==> src/rtl/expr_pkg.sv <==
`default_nettype none
// ============================================================================
// Module   : expr_pkg
// Purpose  : Shared constants for the expression evaluator. Holds the FSM
//            state encodings, the ASCII codes the evaluator recognises, and
//            the decoded-character struct produced by ascii_class.
// Revision : 1.0  initial release
// ============================================================================
package expr_pkg;

  // FSM state encodings (two bits, legacy-compatible constants)
  localparam logic [1:0] EXP_D  = 2'd0;  // expecting a digit (start state)
  localparam logic [1:0] EXP_OP = 2'd1;  // last char was a digit
  localparam logic [1:0] ERR    = 2'd2;  // syntax error seen, sticky until '='

  // ASCII codes
  localparam logic [7:0] CH_0    = 8'h30;
  localparam logic [7:0] CH_9    = 8'h39;
  localparam logic [7:0] CH_PLUS = 8'h2B;
  localparam logic [7:0] CH_STAR = 8'h2A;
  localparam logic [7:0] CH_EQ   = 8'h3D;

  // Decoded character classes
  typedef struct packed {
    logic       is_digit;
    logic [3:0] digit;
    logic       is_plus;
    logic       is_star;
    logic       is_eq;
  } ch_class_t;

endpackage : expr_pkg
`default_nettype wire

==> src/rtl/expr_eval_if.sv <==
`default_nettype none
// ============================================================================
// Module   : expr_eval_if
// Purpose  : Character-stream and result bus of the expression evaluator.
// Ports    : in[7:0], in_valid   - character stream (master -> slave)
//            result[W-1:0], done,
//            err, ovf            - completion report  (slave -> master)
// Revision : 1.0  initial release
// ============================================================================
interface expr_eval_if #(
  parameter int W = 16
) ();

  logic [7:0]   in;
  logic         in_valid;
  logic [W-1:0] result;
  logic         done;
  logic         err;
  logic         ovf;

  modport master (
    output in, in_valid,
    input  result, done, err, ovf
  );

  modport slave (
    input  in, in_valid,
    output result, done, err, ovf
  );

endinterface : expr_eval_if
`default_nettype wire

==> src/rtl/expr_eval_ascii_class.sv <==
`default_nettype none
// ============================================================================
// Module   : ascii_class
// Purpose  : Combinational decode of one ASCII character into the classes
//            the evaluator cares about.
// Ports    : ch[7:0]  in   character to classify
//            cls      out  is_digit, digit value, is_plus, is_star, is_eq
// Revision : 1.0  initial release
// ============================================================================
module ascii_class
  import expr_pkg::*;
(
  input  logic [7:0] ch,
  output ch_class_t  cls
);

  logic [7:0] w_off;

  always_comb begin
    w_off        = ch - CH_0;
    cls.is_digit = (ch >= CH_0) && (ch <= CH_9);
    // only meaningful when is_digit is set; zero otherwise to keep it quiet
    cls.digit    = cls.is_digit ? w_off[3:0] : 4'd0;
    cls.is_plus  = (ch == CH_PLUS);
    cls.is_star  = (ch == CH_STAR);
    cls.is_eq    = (ch == CH_EQ);
  end

endmodule : ascii_class
`default_nettype wire

==> src/rtl/expr_eval.sv <==
`default_nettype none
// ============================================================================
// Module   : expr_eval
// Purpose  : Evaluates "d op d op ... d =" expressions (single digits, '+'
//            and '*', '*' binding tighter) modulo 2^W, checking the grammar
//            and flagging overflow of any intermediate value.
// Ports    : clk    in   rising-edge clock
//            clr_n  in   asynchronous active-low reset
//            bus    slave modport of expr_eval_if:
//                     in/in_valid consumed each edge in_valid is high;
//                     result/done/err/ovf registered, valid the cycle
//                     after the terminating '='.
// Revision : 1.0  initial release
// ============================================================================
module expr_eval
  import expr_pkg::*;
#(
  parameter int W = 16
) (
  input  logic        clk,
  input  logic        clr_n,
  expr_eval_if.slave  bus
);

  // --------------------------------------------------------------------------
  // State
  // --------------------------------------------------------------------------
  logic [1:0]   r_state;
  logic [W-1:0] r_sum;    // sum of completed product terms
  logic [W-1:0] r_mul;    // product of factors so far in the current term
  logic [W-1:0] r_term;   // current term including its latest digit
  logic         r_ovf_f;  // overflow seen somewhere in this expression

  logic [W-1:0] r_result;
  logic         r_done;
  logic         r_err;
  logic         r_ovf;

  // --------------------------------------------------------------------------
  // Datapath
  // --------------------------------------------------------------------------
  ch_class_t    w_cls;
  logic [2*W-1:0] w_prod;   // full-width product, upper half = overflow
  logic [W:0]     w_add;    // sum + term with carry-out

  ascii_class u_class (
    .ch  (bus.in),
    .cls (w_cls)
  );

  always_comb begin
    w_prod = {{W{1'b0}}, r_mul} * {{(2*W-4){1'b0}}, w_cls.digit};
    w_add  = {1'b0, r_sum} + {1'b0, r_term};
  end

  // --------------------------------------------------------------------------
  // FSM and registers
  // --------------------------------------------------------------------------
  always_ff @(posedge clk or negedge clr_n) begin
    if (!clr_n) begin
      r_state  <= EXP_D;
      r_sum    <= '0;
      r_mul    <= {{(W-1){1'b0}}, 1'b1};
      r_term   <= '0;
      r_ovf_f  <= 1'b0;
      r_result <= '0;
      r_done   <= 1'b0;
      r_err    <= 1'b0;
      r_ovf    <= 1'b0;
    end else begin
      r_done <= 1'b0;
      if (bus.in_valid) begin
        // Any '=' terminates the expression and restarts accumulation,
        // whatever state it arrives in.
        if (w_cls.is_eq) begin
          r_done  <= 1'b1;
          r_state <= EXP_D;
          r_sum   <= '0;
          r_mul   <= {{(W-1){1'b0}}, 1'b1};
          r_term  <= '0;
          r_ovf_f <= 1'b0;
          if (r_state == EXP_OP) begin
            r_result <= w_add[W-1:0];
            r_err    <= 1'b0;
            r_ovf    <= r_ovf_f | w_add[W];
          end else begin
            // empty expression, trailing operator, or earlier error
            r_err <= 1'b1;
            r_ovf <= 1'b0;
          end
        end else begin
          case (r_state)
            EXP_D: begin
              if (w_cls.is_digit) begin
                r_term  <= w_prod[W-1:0];
                r_ovf_f <= r_ovf_f | (|w_prod[2*W-1:W]);
                r_state <= EXP_OP;
              end else begin
                r_state <= ERR;
              end
            end
            EXP_OP: begin
              if (w_cls.is_star) begin
                r_mul   <= r_term;
                r_state <= EXP_D;
              end else if (w_cls.is_plus) begin
                r_sum   <= w_add[W-1:0];
                r_ovf_f <= r_ovf_f | w_add[W];
                r_mul   <= {{(W-1){1'b0}}, 1'b1};
                r_state <= EXP_D;
              end else begin
                // a second digit (multi-digit number) or a foreign char
                r_state <= ERR;
              end
            end
            default: r_state <= ERR;
          endcase
        end
      end
    end
  end

  assign bus.result = r_result;
  assign bus.done   = r_done;
  assign bus.err    = r_err;
  assign bus.ovf    = r_ovf;

endmodule : expr_eval
`default_nettype wire
==> src/flat_wrapper.sv <==
// flat-port wrapper written by rule: the top's interface ports become plain ports
module expr_eval_flat import expr_pkg::*;
#(
  parameter int W = 16
)
  (clk, clr_n, bus_in, bus_in_valid, bus_result, bus_done, bus_err, bus_ovf);
  expr_eval_if #(.W(W)) bus_i ();
  input  logic clk;
  input  logic clr_n;
  input wire logic [$bits(bus_i.in)-1:0] bus_in;
  input wire logic [$bits(bus_i.in_valid)-1:0] bus_in_valid;
  output wire logic [$bits(bus_i.result)-1:0] bus_result;
  output wire logic [$bits(bus_i.done)-1:0] bus_done;
  output wire logic [$bits(bus_i.err)-1:0] bus_err;
  output wire logic [$bits(bus_i.ovf)-1:0] bus_ovf;
  assign bus_i.in = bus_in;
  assign bus_i.in_valid = bus_in_valid;
  assign bus_result = bus_i.result;
  assign bus_done = bus_i.done;
  assign bus_err = bus_i.err;
  assign bus_ovf = bus_i.ovf;
  expr_eval #(.W(W)) u_core (.clk(clk), .clr_n(clr_n), .bus(bus_i));
endmodule
==> config.mk <==
export PLATFORM = sky130hd
export DESIGN_NAME = expr_eval_flat
export DESIGN_NICKNAME = d
export VERILOG_FILES = /design/src/rtl/expr_pkg.sv /design/src/rtl/expr_eval_if.sv /design/src/rtl/expr_eval_ascii_class.sv /design/src/rtl/expr_eval.sv /design/src/flat_wrapper.sv
export SDC_FILE = /design/constraint.sdc
export NUM_CORES = 1
export LEC_CHECK = 0
export BUFFER_PORTS_ARGS = -buffer_cell sky130_fd_sc_hd__buf_2
export CORE_MARGIN = 2
export CORE_UTILIZATION = 40
export CTS_CLUSTER_SIZE = 30
export DETAILED_ROUTE_END_ITERATION = 6
export SLEW_MARGIN = 20
export SYNTH_ARGS = -nofsm -noshare
export SYNTH_HDL_FRONTEND = slang
export SYNTH_SLANG_ARGS = --single-unit
==> constraint.sdc <==
create_clock -name clk -period 7.29 [get_ports clk]
set_input_delay 1.0935 -clock clk [delete_from_list [all_inputs] [get_ports clk]]
set_output_delay 1.0935 -clock clk [all_outputs]
set_load 0.02 [all_outputs]
==> impl_results.md, run 1 <==
* Run status: completed
* Aggregate global routing overflow at 0
* Via-per-instance ratio at 5.49
* Nets at 707
* Slew Limit Fails at 0
* I/O Pins at 30
* Pre-CTS setup slack at 1.32 ns
* Measured slew at the worst slew-check pin at 0.969 ns
* Drt first-iter violations at 289
* Die Ht at 121 um
* Avg Cell Area, Syn at 9.01 um^2
* Initial Util at 41.3%
* # resized after CTS at 0
* Prevailing post-synth register cell: dfrtp_1
* GPL Wtd Cong at 0.854
* CP startpoint kind: input port
* Final core occ at 45.9%
* Fin crit share at 74.9%
* Clock transition at path regs at 0.05 ns
* CTS max path bufs at 2
* Post-synth net total at 689
* Syn Std Cell Area at 5490 um^2
* Worst-path maximum fanout at 47
* Post-DP HPWL at 10.2 mm
* Largest net degree at the start of global routing at 71
* YS warnings at 0
* Total iterations of the first detailed-routing run at 4
* Max-slew headroom at 35.4%
* Worst Path Buf+Inv at 2
* Post-CTS Setup Bufs at 0
* Final ANT Viol Nets at 0
* Max Clock Freq at 183 MHz
* CTS Hold Buffers Added at 0
* Total number of vias at 4441
* Die Wd at 121 um
* I/O Buffers at 29
* Critical Path RT at 7.54 ns
* Slowest-stage cell, CP: and4_2
* Setup violations, final at 0
* Async SR Flop Fraction at 100%
* Maxcap violations at 0
* Crit Path Class: input port to register
* Avg WL per Cell at 16.6 um
* Total Neg Setup Slack at 0 ns
* Die area at 14700 um^2
* Min-delay worst type: register to register
* Unrepaired setup endpoints after global routing: false
* CTS root buffer: clkbuf_16
* Clk_lat worst skew at 0.33 ns
* First-pass GRT wire length at 22.6 mm
* Yosys cell types at 62
* Area Growth Syn to Fin at 11.1%
* Max IR drop VDD at 0.0947 mV
* Vias in the first global route at 4423
* Worst hold slack at 0.482 ns
* Synth Register Bits at 70
* Clock Skew at 0.00754 ns
* LEAKAGE at 3.10 nW
* Core ar. at 13300 um^2
* Routed Wire Length at 13.5 mm
* Crit-path leading delay family: adder cells
* Kind of end point of the critical path: register
* FP Rows at 42
* Worst path arrival time at 5.71 ns
* Final hold violation count at 0
* CP Cell Sequence: buf_2 -> o21ai_0 -> and4_2 -> and2_1 -> nand2_1 -> fa_1 -> inv_1 -> fa_1 -> fa_1 -> a211oi_1 -> nor2_2 -> o221ai_2 -> o211ai_2 -> o211ai_1 -> mux2_2 -> a41oi_1
* Antenna violations before repair at 2
* Register area share after synthesis at 31.9%
* Share of layout cells above drive strength 1 at 12.8%
* H-tree lvl count at 3
* Power Total at 0.000891 W
* Final worst slack at 1.83 ns
* Area occupied by multi-input gates at 3410 um^2
* CTS tree: done
* EDFF count, synth at 0
* Min cycle time layout at 5.46 ns
* Cells after Synth at 609
* PD cells at 146 nW/um^2
* DRC at 0
* Area occupied by registers at 1750 um^2
* CP most frequent cell: fa_1
* CP peak stage delay at 0.67 ns
* Filler cells at 1284
* Clock sink total at 70
* Clock buffer count from CTS at 9
* GRT Resource Usage Total at 19.7%
[layout make-up]
type                       count  area share [%]
clock inverter                 3            1.11
antenna                        2          0.0821
sequential                    70            28.8
clock buffer                  12            4.21
timing repair buffer          31            2.63
tap                          176            3.61
inverter                      61            3.76
multi-input combinational    454            55.9
[power breakdown]
group	internal [W]	leakage, nW	switching, W	total, W
logic	0.00000454	1.98	0.0000176	0.0000221
registers	0.000389	0.969	0.000000234	0.000389
clock network	0.000316	0.155	0.000163	0.000479
total	0.000710	3.10	0.000181	0.000891
[per-layer routing]
| metal | wire length (um) | GRT usage, % | vias up |
|---|---|---|---|
| li1 | - | - | 2144 |
| met1 | 6700 | 28.9 | 2200 |
| met2 | 5980 | 29.8 | 74 |
| met3 | 584 | 3.38 | 23 |
| met4 | 197 | 5.53 | 0 |
| met5 | 0 | 0 | - |
[Yosys cell counts (7+ instances only)]
| library cell | count | area (um^2) |
|---|---|---|
| o31ai_1 | 12 | 90.1 |
| clkbuf_1 | 14 | 52.6 |
| a21o_1 | 8 | 60.1 |
| and3_1 | 45 | 282 |
| buf_2 | 8 | 40.0 |
| o21ai_1 | 8 | 40.0 |
| ha_1 | 40 | 500 |
| mux2_2 | 11 | 124 |
| inv_1 | 60 | 225 |
| a211oi_1 | 7 | 52.6 |
| fa_1 | 29 | 581 |
| nor2_1 | 24 | 90.1 |
| o21a_1 | 10 | 75.1 |
| xor2_1 | 9 | 78.8 |
| nand3_1 | 21 | 105 |
| xnor2_1 | 15 | 131 |
| dfrtp_1 | 69 | 1730 |
| nand2_1 | 82 | 308 |
| a21oi_1 | 13 | 65.1 |
| o21ai_0 | 45 | 225 |
| nand2b_1 | 7 | 43.8 |
[worst reg2reg max path: stages (launching register included)]
cell      delay [ns]
dfstp_2         0.58
nand2_1         0.09
fa_1            0.55
inv_1           0.06
fa_1            0.52
fa_1            0.49
a211oi_1        0.33
nor2_2          0.11
o221ai_2        0.28
o211ai_2        0.11
o211ai_1        0.17
mux2_2          0.37
a41oi_1         0.19
[flip-flops by register name (all words and copies together) (netlist names)]
signal	flops
u_core.r_ovf_f	1
u_core.r_sum	16
u_core.r_term	16
u_core.r_mul	16
u_core.bus.done	1
u_core.r_state	2
u_core.bus.ovf	1
u_core.bus.result	16
u_core.bus.err	1
[path summary, 6_finish.rpt]
check | startpoint | slack, ns | cells after the start | to
min in group asynchronous | clr_n | 0.96 | 2 | u_core.bus.result[2]
worst min-delay path | u_core.bus.ovf | 0.48 | 2 | u_core.bus.ovf
worst max-delay path | bus_in[1] | 1.83 | 16 | u_core.r_ovf_f
worst max register to register | u_core.r_mul[0] | 3.36 | 12 | u_core.r_ovf_f
max in group asynchronous | clr_n | 5.73 | 2 | u_core.r_mul[8]
worst min register to register | u_core.bus.ovf | 0.48 | 2 | u_core.bus.ovf
[kinds of logic (layout without fill, tap and decap cells)]
| group | after synthesis | after routing | share of synthesized area, % |
|---|---|---|---|
| AOI/OAI and AO/OA | 136 | 136 | 16.7 |
| other | 0 | 2 | 0 |
| DFF | 70 | 70 | 31.9 |
| xor gates and xnor gates | 24 | 24 | 3.83 |
| muxes | 11 | 11 | 2.26 |
| and+or+nand+nor | 214 | 214 | 19.4 |
| buffers and inverters | 85 | 107 | 6.13 |
| adders and majority gates | 69 | 69 | 19.7 |
[per-stage QoR]
step / instance area [um^2] / instances
CTS: 6090 / 807
global route: 6090 / 807
global placement: 5770 / 792
floorplan: 5490 / 609
finish: 6100 / 809
detailed placement: 5770 / 792
[layout by cell type, fill, tap and decap left out, types with 3 or more instances in the layout]
| cell | synthesis | layout |
|---|---|---|
| a211oi_1 | 7 | 7 |
| a21o_1 | 8 | 8 |
| a21oi_1 | 13 | 13 |
| a22o_1 | 6 | 6 |
| and2_1 | 4 | 4 |
| and3_1 | 45 | 45 |
| buf_2 | 8 | 29 |
| clkbuf_16 | 0 | 9 |
| dfrtp_1 | 69 | 69 |
| fa_1 | 29 | 29 |
| ha_1 | 40 | 40 |
| inv_1 | 60 | 60 |
| mux2_2 | 11 | 11 |
| nand2_1 | 82 | 82 |
| nand2b_1 | 7 | 7 |
| nand3_1 | 21 | 21 |
| nand4_1 | 6 | 6 |
| nor2_1 | 24 | 24 |
| nor2_2 | 3 | 3 |
| o211ai_1 | 3 | 3 |
| o21a_1 | 10 | 10 |
| o21ai_0 | 45 | 45 |
| o21ai_1 | 8 | 8 |
| o21bai_1 | 3 | 3 |
| o22ai_1 | 3 | 3 |
| o31ai_1 | 12 | 12 |
| or3_1 | 5 | 5 |
| xnor2_1 | 15 | 15 |
| xor2_1 | 9 | 9 |
No activity file was read; power rests on OpenSTA's default activity.
==> run 2, diff against run 1 <==
clock period = 5.65 ns   (was 7.29 ns; I/O delays follow)
==> impl_results.md, run 2 (synthesis results as in run 1) <==
* Maxcap violations at 0 (unchanged)
* Post-DP HPWL at 9.97 mm (-2.1%)
* CTS Hold Buffers Added at 0 (unchanged)
* R2R cell count at 12 (unchanged)
* CP peak stage delay at 0.54 ns (-0.13 ns)
* Final ANT Viol Nets at 0 (unchanged)
* Nets at 708 (+0.14%)
* Min-delay worst type: register to register
* Area Growth Syn to Fin at 10.8%
* R2R Path End: u_core.r_ovf_f
* Slew Limit Fails at 0 (unchanged)
* Clock buffer count from CTS at 9 (unchanged)
* I/O Pins at 30 (unchanged)
* Measured slew at the worst slew-check pin at 0.988 ns (+0.0193 ns)
* Die area at 14700 um^2 (unchanged)
* Drt first-iter violations at 263 (-9.0%)
* Max Clock Freq at 200 MHz
* Share of layout cells above drive strength 1 at 13.0% (+0.12 points)
* Crit Path Class: input port to register
* # resized after CTS at 0 (unchanged)
* CTS tree: done
* Via-per-instance ratio at 5.40 (-1.6%)
* Die Ht at 121 um (unchanged)
* Clock Skew at 0.00627 ns (-0.00127 ns)
* Critical Path RT at 5.90 ns (-1.64 ns)
* GPL Wtd Cong at 0.869 (+1.8%)
* CP startpoint kind: input port
* Reg-to-Reg Start: u_core.r_mul[0]
* Fin crit share at 88.5%
* Max-slew headroom at 34.1% (-1.3 points)
* Worst path arrival time at 5.25 ns (-0.46 ns)
* Final hold violation count at 0 (unchanged)
* Area occupied by multi-input gates at 3400 um^2 (about the same)
* GRT Resource Usage Total at 19.3% (-0.40 points)
* I/O Buffers at 29 (unchanged)
* Core ar. at 13300 um^2 (unchanged)
* Largest net degree at the start of global routing at 71 (unchanged)
* H-tree lvl count at 3 (unchanged)
* Total iterations of the first detailed-routing run at 7 (+3)
* Most frequent cells in the layout: nand2_1 (82), dfrtp_1 (69), inv_1 (60)
* Worst-path maximum fanout at 19 (-60%)
* Total Neg Setup Slack at 0 ns (unchanged)
* Clock sink total at 70 (unchanged)
* CTS root buffer: clkbuf_16
* CP Cell Sequence: buf_2 -> o21ai_0 -> and4_1 -> and2_1 -> nand2_1 -> fa_1 -> inv_1 -> fa_1 -> fa_1 -> a211oi_1 -> nor2_2 -> o221ai_2 -> o211ai_2 -> o211ai_1 -> mux2_2 -> a41oi_1
* Total number of vias at 4380 (-1.4%)
* Clock transition at path regs at 0.06 ns (about the same)
* Antenna violations before repair at 2 (unchanged)
* First-pass GRT wire length at 22.4 mm (-0.80%)
* Die Wd at 121 um (unchanged)
* Aggregate global routing overflow at 0 (unchanged)
* Worst setup path startpoint: bus_in[1]
* Filler cells at 1298 (+1.1%)
* Initial Util at 41.3% (unchanged)
* Vias in the first global route at 4405 (-0.41%)
* Area occupied by registers at 1750 um^2 (unchanged)
* Commonest non-fill, non-tap cell in the layout: nand2_1
* Max IR drop VDD at 0.149 mV (+57%)
* Min cycle time layout at 5.00 ns
* CTS max path bufs at 2 (unchanged)
* LEAKAGE at 3.11 nW (about the same)
* Unrepaired setup endpoints after global routing: false
* Slowest-stage cell, CP: fa_1
* Kind of end point of the critical path: register
* Worst hold slack at 0.477 ns (-0.00484 ns)
* CP most frequent cell: fa_1
* Routed Wire Length at 13.2 mm (-2.1%)
* Avg WL per Cell at 16.3 um (-2.3%)
* FP Rows at 42 (unchanged)
* Post-CTS Setup Bufs at 0 (unchanged)
* Critical Path Sink: u_core.r_ovf_f
* PD cells at 182 nW/um^2 (+24%)
* Flop2flop setup slack at 1.78 ns (-1.58 ns)
* Setup violations, final at 0 (unchanged)
* Run status: completed
* Clk_lat worst skew at 0.33 ns (about the same)
* DRC at 0 (unchanged)
[run 2: area by class of cell]
class	count	area share (%)
diodes	2	0.0823
clock buffers	12	4.22
clock inverters	4	0.741
inverters	61	3.77
multi-input cells	454	56.0
flip-flops and latches	70	28.8
well taps	176	3.62
repair buffers	32	2.76
[run 2: metal layers]
layer | up-vias | global-route usage [%] | wire [um]
met4 | 0 | 5.17 | 155
met3 | 13 | 3.34 | 571
met2 | 81 | 29.1 | 5800
met5 | - | 0 | 0
li1 | 2146 | - | -
met1 | 2140 | 28.5 | 6660
[run 2: per-stage QoR]
| step | power [W] | worst slack, ns | utilization, % | std cells | instance area (um^2) |
|---|---|---|---|---|---|
| floorplan | 0.000520 | 0.976 | - | 609 | 5490 |
| global placement | 0.000540 | 0.499 | 43.4 | 793 | 5770 |
| detailed placement | 0.000541 | 0.356 | 43.4 | 793 | 5770 |
| CTS | 0.00112 | 0.694 | 45.7 | 809 | 6080 |
| global route | 0.00114 | 0.271 | 45.7 | 810 | 6080 |
| finish | 0.00110 | 0.647 | 45.7 | 811 | 6080 |
[run 2: worst min path at each step]
stage	from	endpoint	slack, ns	depth (start not counted)
floorplan	u_core.r_sum[13]	u_core.r_sum[13]	0.45	2
finish	u_core.bus.result[15]	u_core.bus.result[15]	0.48	2
global route	u_core.r_sum[4]	u_core.r_sum[4]	0.51	2
detailed placement	u_core.bus.result[13]	u_core.bus.result[13]	0.47	2
global placement	u_core.bus.result[1]	u_core.bus.result[1]	0.46	2
CTS	u_core.r_sum[15]	u_core.r_sum[15]	0.49	2
[run 2: power breakdown]
group | switching (W) | internal, W | leakage (nW)
registers | 0.000000324 | 0.000502 | 0.969
clock network | 0.000209 | 0.000364 | 0.152
logic | 0.0000230 | 0.00000599 | 1.98
total | 0.000232 | 0.000872 | 3.11
[run 2: critical path, delay by kind of cell]
kind | cells | cell delay (ns)
AOI/OAI and AO/OA | 6 | 1.26
adders and majority gates | 3 | 1.57
buffers and inverters | 2 | 0.25
muxes | 1 | 0.36
and+or+nand+nor | 4 | 0.94
